$ cat config.mk
export PLATFORM = sky130hd
export DESIGN_NAME = prime_stepper
export DESIGN_NICKNAME = d
export VERILOG_FILES = /design/src/rtl/prime_stepper_pkg.sv /design/src/rtl/step_debounce.sv /design/src/rtl/prime_stepper.sv
export SDC_FILE = /design/constraint.sdc
export NUM_CORES = 1
export LEC_CHECK = 0
export BUFFER_PORTS_ARGS = -buffer_cell sky130_fd_sc_hd__buf_2
export CAP_MARGIN = 20
export CORE_AREA = 2 2 122 154
export DETAILED_ROUTE_END_ITERATION = 6
export DIE_AREA = 0 0 124 156
export HOLD_SLACK_MARGIN = 0.02
export PLACE_DENSITY = 0.45
export SLEW_MARGIN = 10
export SYNTH_ARGS = -nofsm -noshare
export SYNTH_HDL_FRONTEND = slang
export SYNTH_SLANG_ARGS = --single-unit
export TNS_END_PERCENT = 10
$ cat constraint.sdc
create_clock -name clk -period 3.2 [get_ports clk]
set_clock_uncertainty 0.2 [all_clocks]
set_input_delay 0.32 -clock clk [delete_from_list [all_inputs] [get_ports clk]]
set_output_delay 0.32 -clock clk [all_outputs]
set_load 0.02 [all_outputs]
$ cat src/rtl/prime_stepper_pkg.sv
// rtl/prime_stepper_pkg.sv - shared FSM encoding and counter width helper for prime_stepper
package prime_stepper_pkg;

    typedef enum logic [2:0] {
        ST_IDLE  = 3'd0,
        ST_ISSUE = 3'd1,
        ST_GUARD = 3'd2,
        ST_WAIT  = 3'd3,
        ST_HALT  = 3'd4
    } state_e;

    // Bits needed for a counter spanning 0..n-1, never less than one.
    function automatic int cnt_width(input int n);
        return (n > 1) ? $clog2(n) : 1;
    endfunction

endpackage

$ cat src/rtl/step_debounce.sv
// rtl/step_debounce.sv - button synchroniser, optional debounce (PRIME_STEPPER_DEBOUNCE_EN), rising-edge pulse
module step_debounce
    import prime_stepper_pkg::*;
#(
    parameter int DB_CYCLES = 160_000
) (
    input  logic clk,
    input  logic rst,
    input  logic btn,
    output logic press
);

`ifdef PRIME_STEPPER_DEBOUNCE_EN
    localparam bit DB_EN = 1'b1;
`else
    localparam bit DB_EN = 1'b0;
`endif

    logic sync1_q, sync2_q, prev_q, press_q;
    logic lvl;

    always_ff @(posedge clk or posedge rst) begin
        if (rst) begin
            sync1_q <= 1'b0;
            sync2_q <= 1'b0;
        end else begin
            sync1_q <= btn;
            sync2_q <= sync1_q;
        end
    end

    generate
        if (DB_EN && DB_CYCLES > 0) begin : g_db
            localparam int DW = cnt_width(DB_CYCLES);
            logic [DW-1:0] cnt_q;
            logic          lvl_q;

            // The level only moves after DB_CYCLES consecutive samples disagree with it.
            always_ff @(posedge clk or posedge rst) begin
                if (rst) begin
                    cnt_q <= '0;
                    lvl_q <= 1'b0;
                end else if (sync2_q == lvl_q) begin
                    cnt_q <= '0;
                end else if (cnt_q == DW'(DB_CYCLES - 1)) begin
                    cnt_q <= '0;
                    lvl_q <= sync2_q;
                end else begin
                    cnt_q <= cnt_q + 1'b1;
                end
            end
            assign lvl = lvl_q;
        end else begin : g_nodb
            assign lvl = sync2_q;
        end
    endgenerate

    always_ff @(posedge clk or posedge rst) begin
        if (rst) begin
            prev_q  <= 1'b0;
            press_q <= 1'b0;
        end else begin
            prev_q  <= lvl;
            press_q <= lvl & ~prev_q;
        end
    end

    assign press = press_q;

endmodule

$ cat src/rtl/prime_stepper.sv
// rtl/prime_stepper.sv - prime generator request sequencer with LED slice display; button debounce via PRIME_STEPPER_DEBOUNCE_EN
module prime_stepper
    import prime_stepper_pkg::*;
#(
    parameter int RES_W      = 16,
    parameter int LED_N      = 4,
    parameter int PERIOD     = 80_000_000,
    parameter int ROT_CYCLES = 16_000_000,
    parameter int CNT_W      = 16,
    parameter int DB_CYCLES  = 160_000
) (
    input  logic             clk,
    input  logic             rst,
    input  logic             auto_en,
    input  logic             rotate_en,
    input  logic             step_btn,
    output logic             gen_go,
    input  logic             gen_ready,
    input  logic             gen_error,
    input  logic [RES_W-1:0] gen_res,
    output logic [LED_N-1:0] led,
    output logic             err_led,
    output logic             overrun,
    output logic [CNT_W-1:0] prime_cnt
);

    localparam int NSLICE = RES_W / LED_N;
    localparam int TW     = cnt_width(PERIOD);
    localparam int RW     = cnt_width(ROT_CYCLES);
    localparam int IW     = cnt_width(NSLICE);

    state_e           state_q, state_d;
    logic             ovr_q, ovr_d;
    logic             err_q, err_d;
    logic             latch;
    logic [TW-1:0]    timer_q;
    logic [RW-1:0]    rot_q;
    logic [IW-1:0]    idx_q;
    logic [RES_W-1:0] res_q;
    logic [CNT_W-1:0] cnt_q;
    logic             tick, press, trig;

    step_debounce #(.DB_CYCLES(DB_CYCLES)) u_btn (
        .clk   (clk),
        .rst   (rst),
        .btn   (step_btn),
        .press (press)
    );

    assign tick = auto_en & (timer_q == TW'(PERIOD - 1));
    assign trig = auto_en ? tick : press;

    always_ff @(posedge clk or posedge rst) begin
        if (rst)
            timer_q <= '0;
        else if (!auto_en || tick)
            timer_q <= '0;
        else
            timer_q <= timer_q + 1'b1;
    end

    always_ff @(posedge clk or posedge rst) begin
        if (rst) begin
            state_q <= ST_IDLE;
            ovr_q   <= 1'b0;
            err_q   <= 1'b0;
        end else begin
            state_q <= state_d;
            ovr_q   <= ovr_d;
            err_q   <= err_d;
        end
    end

    always_comb begin
        state_d = state_q;
        ovr_d   = ovr_q;
        err_d   = err_q;
        latch   = 1'b0;
        gen_go  = 1'b0;
        case (state_q)
            ST_IDLE: begin
                if (trig && gen_ready && !gen_error) begin
                    state_d = ST_ISSUE;
                end else begin
                    if (trig)
                        ovr_d = 1'b1;
                    if (gen_ready && gen_error)
                        state_d = ST_HALT;
                end
            end
            ST_ISSUE: begin
                gen_go  = 1'b1;
                state_d = ST_GUARD;
                if (trig)
                    ovr_d = 1'b1;
            end
            // The generator may still show ready from the previous result here.
            ST_GUARD: begin
                state_d = ST_WAIT;
                if (trig)
                    ovr_d = 1'b1;
            end
            ST_WAIT: begin
                if (trig)
                    ovr_d = 1'b1;
                if (gen_ready) begin
                    if (gen_error) begin
                        err_d   = 1'b1;
                        state_d = ST_HALT;
                    end else begin
                        latch   = 1'b1;
                        state_d = ST_IDLE;
                    end
                end
            end
            ST_HALT: ;
            default: state_d = ST_IDLE;
        endcase
    end

    always_ff @(posedge clk or posedge rst) begin
        if (rst) begin
            res_q <= '0;
            cnt_q <= '0;
        end else if (latch) begin
            res_q <= gen_res;
            if (cnt_q != {CNT_W{1'b1}})
                cnt_q <= cnt_q + 1'b1;
        end
    end

    // A fresh result restarts the display from slice 0 with a full rotation interval.
    always_ff @(posedge clk or posedge rst) begin
        if (rst) begin
            rot_q <= '0;
            idx_q <= '0;
        end else if (latch || !rotate_en) begin
            rot_q <= '0;
            idx_q <= '0;
        end else if (rot_q == RW'(ROT_CYCLES - 1)) begin
            rot_q <= '0;
            idx_q <= (idx_q == IW'(NSLICE - 1)) ? '0 : idx_q + 1'b1;
        end else begin
            rot_q <= rot_q + 1'b1;
        end
    end

    assign led       = res_q[LED_N*idx_q +: LED_N];
    assign err_led   = err_q;
    assign overrun   = ovr_q;
    assign prime_cnt = cnt_q;

endmodule

==> impl_metrics.env <==
export IMPL_die_w_um=124
export IMPL_clk_pin_slew_ns=0.07
export IMPL_worstHoldStart="rotate_en"
export IMPL_mostFrequentLayoutCell="dfrtp_1"
export IMPL_fp_dieH_um=156
export IMPL_yosys_cell_types_count=41
export IMPL_yosys_top_cells_area="dfrtp_1 (53%), nand2_1 (6.6%), xnor2_1 (6.2%)"
export IMPL_utilization_pct=30.0
export IMPL_coreArea_um2=17900
export IMPL_hold_end="idx_q[0]$_DFFE_PP0P_"
export IMPL_cts_sinks=94
export IMPL_ir_drop_mv=0.319
export IMPL_cp_start_kind="flop"
export IMPL_clkLatencyLatePin_ns=0.34
export IMPL_firstDrtPassIters=4
export IMPL_crit_fanout=10
export IMPL_ios=46
export IMPL_avgSynthCellArea_um2=10.2
export IMPL_die_area_um2=19300
export IMPL_drc=0
export IMPL_swShare_pct=29.4
export IMPL_fin_crit_sh_pct=78.5
export IMPL_cts_buffers=9
export IMPL_cts_tree="yes"
export IMPL_fin_setup_tns_ns=0
export IMPL_finalSetupViolCount=0
export IMPL_critPathRequiredTime_ns=3.22
export IMPL_slew_limit_headroom_pct=41.0
export IMPL_rr_startpoint="timer_q[0]$_DFF_PP0_"
export IMPL_drv_slew=0
export IMPL_vias_per_cell=4.38
export IMPL_worst_pin_slew_ns=0.877
export IMPL_postRouteAntennaNets=0
export IMPL_p_clk_share_pct=34.0
export IMPL_p_leak_nw=2.39
export IMPL_p_seq_share_pct=49.7
export IMPL_grt_max_degree=50
export IMPL_min_period_ns=2.51
export IMPL_cts_root_buf="clkbuf_16"
export IMPL_combPwrFrac_pct=16.3
export IMPL_syn2layout_area_growth_pct=21.6
export IMPL_hp_class="in -> reg"
export IMPL_rsz0062_at_grt="no"
export IMPL_start_util_pct=24.7
export IMPL_r2r_end="timer_q[13]$_DFF_PP0_"
export IMPL_power_density_nw_per_um2=546
export IMPL_synthCells=433
export IMPL_avgRoutedWirePerCell_um=12.4
export IMPL_timing_final_ws_setup_ns=0.688
export IMPL_critPathKind="reg -> reg"
export IMPL_drive_above_1_share_pct=16.4
export IMPL_fmax_ghz=0.398
export IMPL_ctsResizeCount=0
export IMPL_rr_worst_depth=7
export IMPL_syn_cell_area_um2=4410
export IMPL_final_cell_mix="dfrtp_1 (94), nand2_1 (77), nor2_1 (66)"
export IMPL_rrSetupSlack_ns=0.69
export IMPL_critPathCaptureType="flop"
export IMPL_seq_area_frac_synth_pct=53.3
export IMPL_antenna_cells=0
export IMPL_dp_slack_ns=0.667
export IMPL_grt_total_usage_pct=10.2
export IMPL_vias=3215
export IMPL_cts_buffer_depth=2
export IMPL_post_cts_buffers=0
export IMPL_final_hold_viol_count=0
export IMPL_antenna_found_initial=0
export IMPL_first_global_vias=3255
export IMPL_ys_seq_elements=94
export IMPL_drtIter0Drc=143
export IMPL_place_congestion=0.729
export IMPL_htreeDepth=3
export IMPL_layout_nets=529
export IMPL_synth_top_cell_area_share_pct=53.3
export IMPL_p_int_mw=2.07
export IMPL_cap_viol_max_count=0
export IMPL_p_sw_mw=0.861
export IMPL_dp_hpwl_um=6210
export IMPL_port_buffers=45
export IMPL_hold_depth=3
export IMPL_grt_pass1_wl_um=15800
export IMPL_synth_nets=460
export IMPL_arrival_ns=2.54
export IMPL_overflow=0
export IMPL_ys_warnings_count=0
export IMPL_yosysTopAreaCell="dfrtp_1"
export IMPL_drt_wl_total_um=9090
export IMPL_num_rows=55
export IMPL_status="completed"
[power by group through the flow]
stage	sequential [mW]	clock, mW	combinational (mW)
after global placement	1.47	0	0.465
after global routing	1.48	1.08	0.544
final	1.46	0.994	0.477
after CTS	1.46	1.03	0.488
after floorplan	1.48	0	0.306
after detailed placement	1.48	0	0.470
[cell usage after synthesis]
cell type and instances:
nor4_2 5, xor2_1 30, nor4b_1 1, buf_6 2, nor4_1 4, or2_1 2, a211o_1 1, mux2i_1 2
mux2_2 1, and2_1 3, nand4b_1 2, nor3b_1 1, buf_2 1, or4b_1 1, clkbuf_1 4, nand4_2 1
xnor2_1 31, ha_1 4, a21oi_1 6, mux4_2 4, nand3_2 1, nor2b_1 5, and3_1 10, dfrtp_1 94
nand2_1 77, o31ai_1 1, nor4bb_1 1, and4_1 5, nor4_4 1, nand4_1 12, nor2_1 66, nand3_1 28
buf_4 4, inv_1 10, nor3b_2 1, nor3_1 5, or3_4 1, or4_1 1, a41oi_1 1, nand2b_1 2
a211oi_2 1
[sequential cells by signal, indices dropped and copies added (netlist names)]
signal,cells
err_led,1
idx_q,2
overrun,1
prime_cnt,16
res_q,16
rot_q,24
state_q,3
timer_q,27
u_btn.lvl,1
u_btn.press,1
u_btn.prev_q,1
u_btn.sync1_q,1
[worst max-delay path: stages, from the launching register on]
cell and delay, ns:
dfrtp_1 0.40, ha_1 0.22, nand3_1 0.15, or3_4 0.43, nor4_2 0.37, nand2b_1 0.34, buf_4 0.23, nor2_1 0.06
[what timing repair did]
action | in CTS | in global routing
setup endpoints to repair | 0 | 0
hold endpoints to repair | 65 | 0
hold buffers | 18 | 0
[logic make-up (layout without fill, tap and decap cells)]
family | count (synthesis) | after routing | synth area share, %
and+or+nand+nor | 236 | 236 | 26.6
DFF | 94 | 94 | 53.3
xor gates and xnor gates | 61 | 61 | 12.1
buffers and inverters | 21 | 94 | 2.50
AOI/OAI and AO/OA | 10 | 10 | 1.53
muxes | 7 | 7 | 2.75
adders and majority gates | 4 | 4 | 1.13
[routing by layer]
| metal | vias to the layer above | GRT usage [%] | wire length (um) |
|---|---|---|---|
| met4 | 0 | 4.49 | 144 |
| met2 | 47 | 16.6 | 4410 |
| met5 | - | 0 | 0 |
| li1 | 1586 | - | - |
| met3 | 10 | 2.01 | 293 |
| met1 | 1572 | 13.0 | 4240 |
[area by class of cell]
cell class | instances | area, um2
Fill cell | 1880 | 12500
Sequential cell | 94 | 2350
Multi-Input combinational cell | 318 | 1950
Timing Repair Buffer | 69 | 463
Tap cell | 228 | 285
Clock buffer | 9 | 225
Clock inverter | 6 | 48.8
Inverter | 10 | 40.0
[worst max-delay path by stage]
stage,startpoint,cells past startpoint,end,slack (ns)
5_1_grt,timer_q[0]$_DFF_PP0_,7,timer_q[21]$_DFF_PP0_,0.46
3_3_place_gp,state_q[2]$_DFFE_PP0P_,4,prime_cnt[1]$_DFFE_PP0P_,0.77
3_5_place_dp,timer_q[0]$_DFF_PP0_,7,timer_q[23]$_DFF_PP0_,0.67
4_1_cts,timer_q[0]$_DFF_PP0_,7,timer_q[13]$_DFF_PP0_,0.64
6_report,timer_q[0]$_DFF_PP0_,7,timer_q[13]$_DFF_PP0_,0.69
2_1_floorplan,rst,1,err_led$_DFFE_PP0P_,0.23
[per-stage QoR]
step           power, mW  instances  area [um2]  hold slack (ns)
2_1_floorplan       1.79        433        4410            0.131
3_3_place_gp        1.94        701        4910            0.140
3_5_place_dp        1.95        701        4910            0.140
4_1_cts             2.98        734        5360           0.0604
5_1_grt             3.10        734        5360           0.0807
6_report            2.93        734        5360           0.0593
Power figures use the tool's default switching activity.
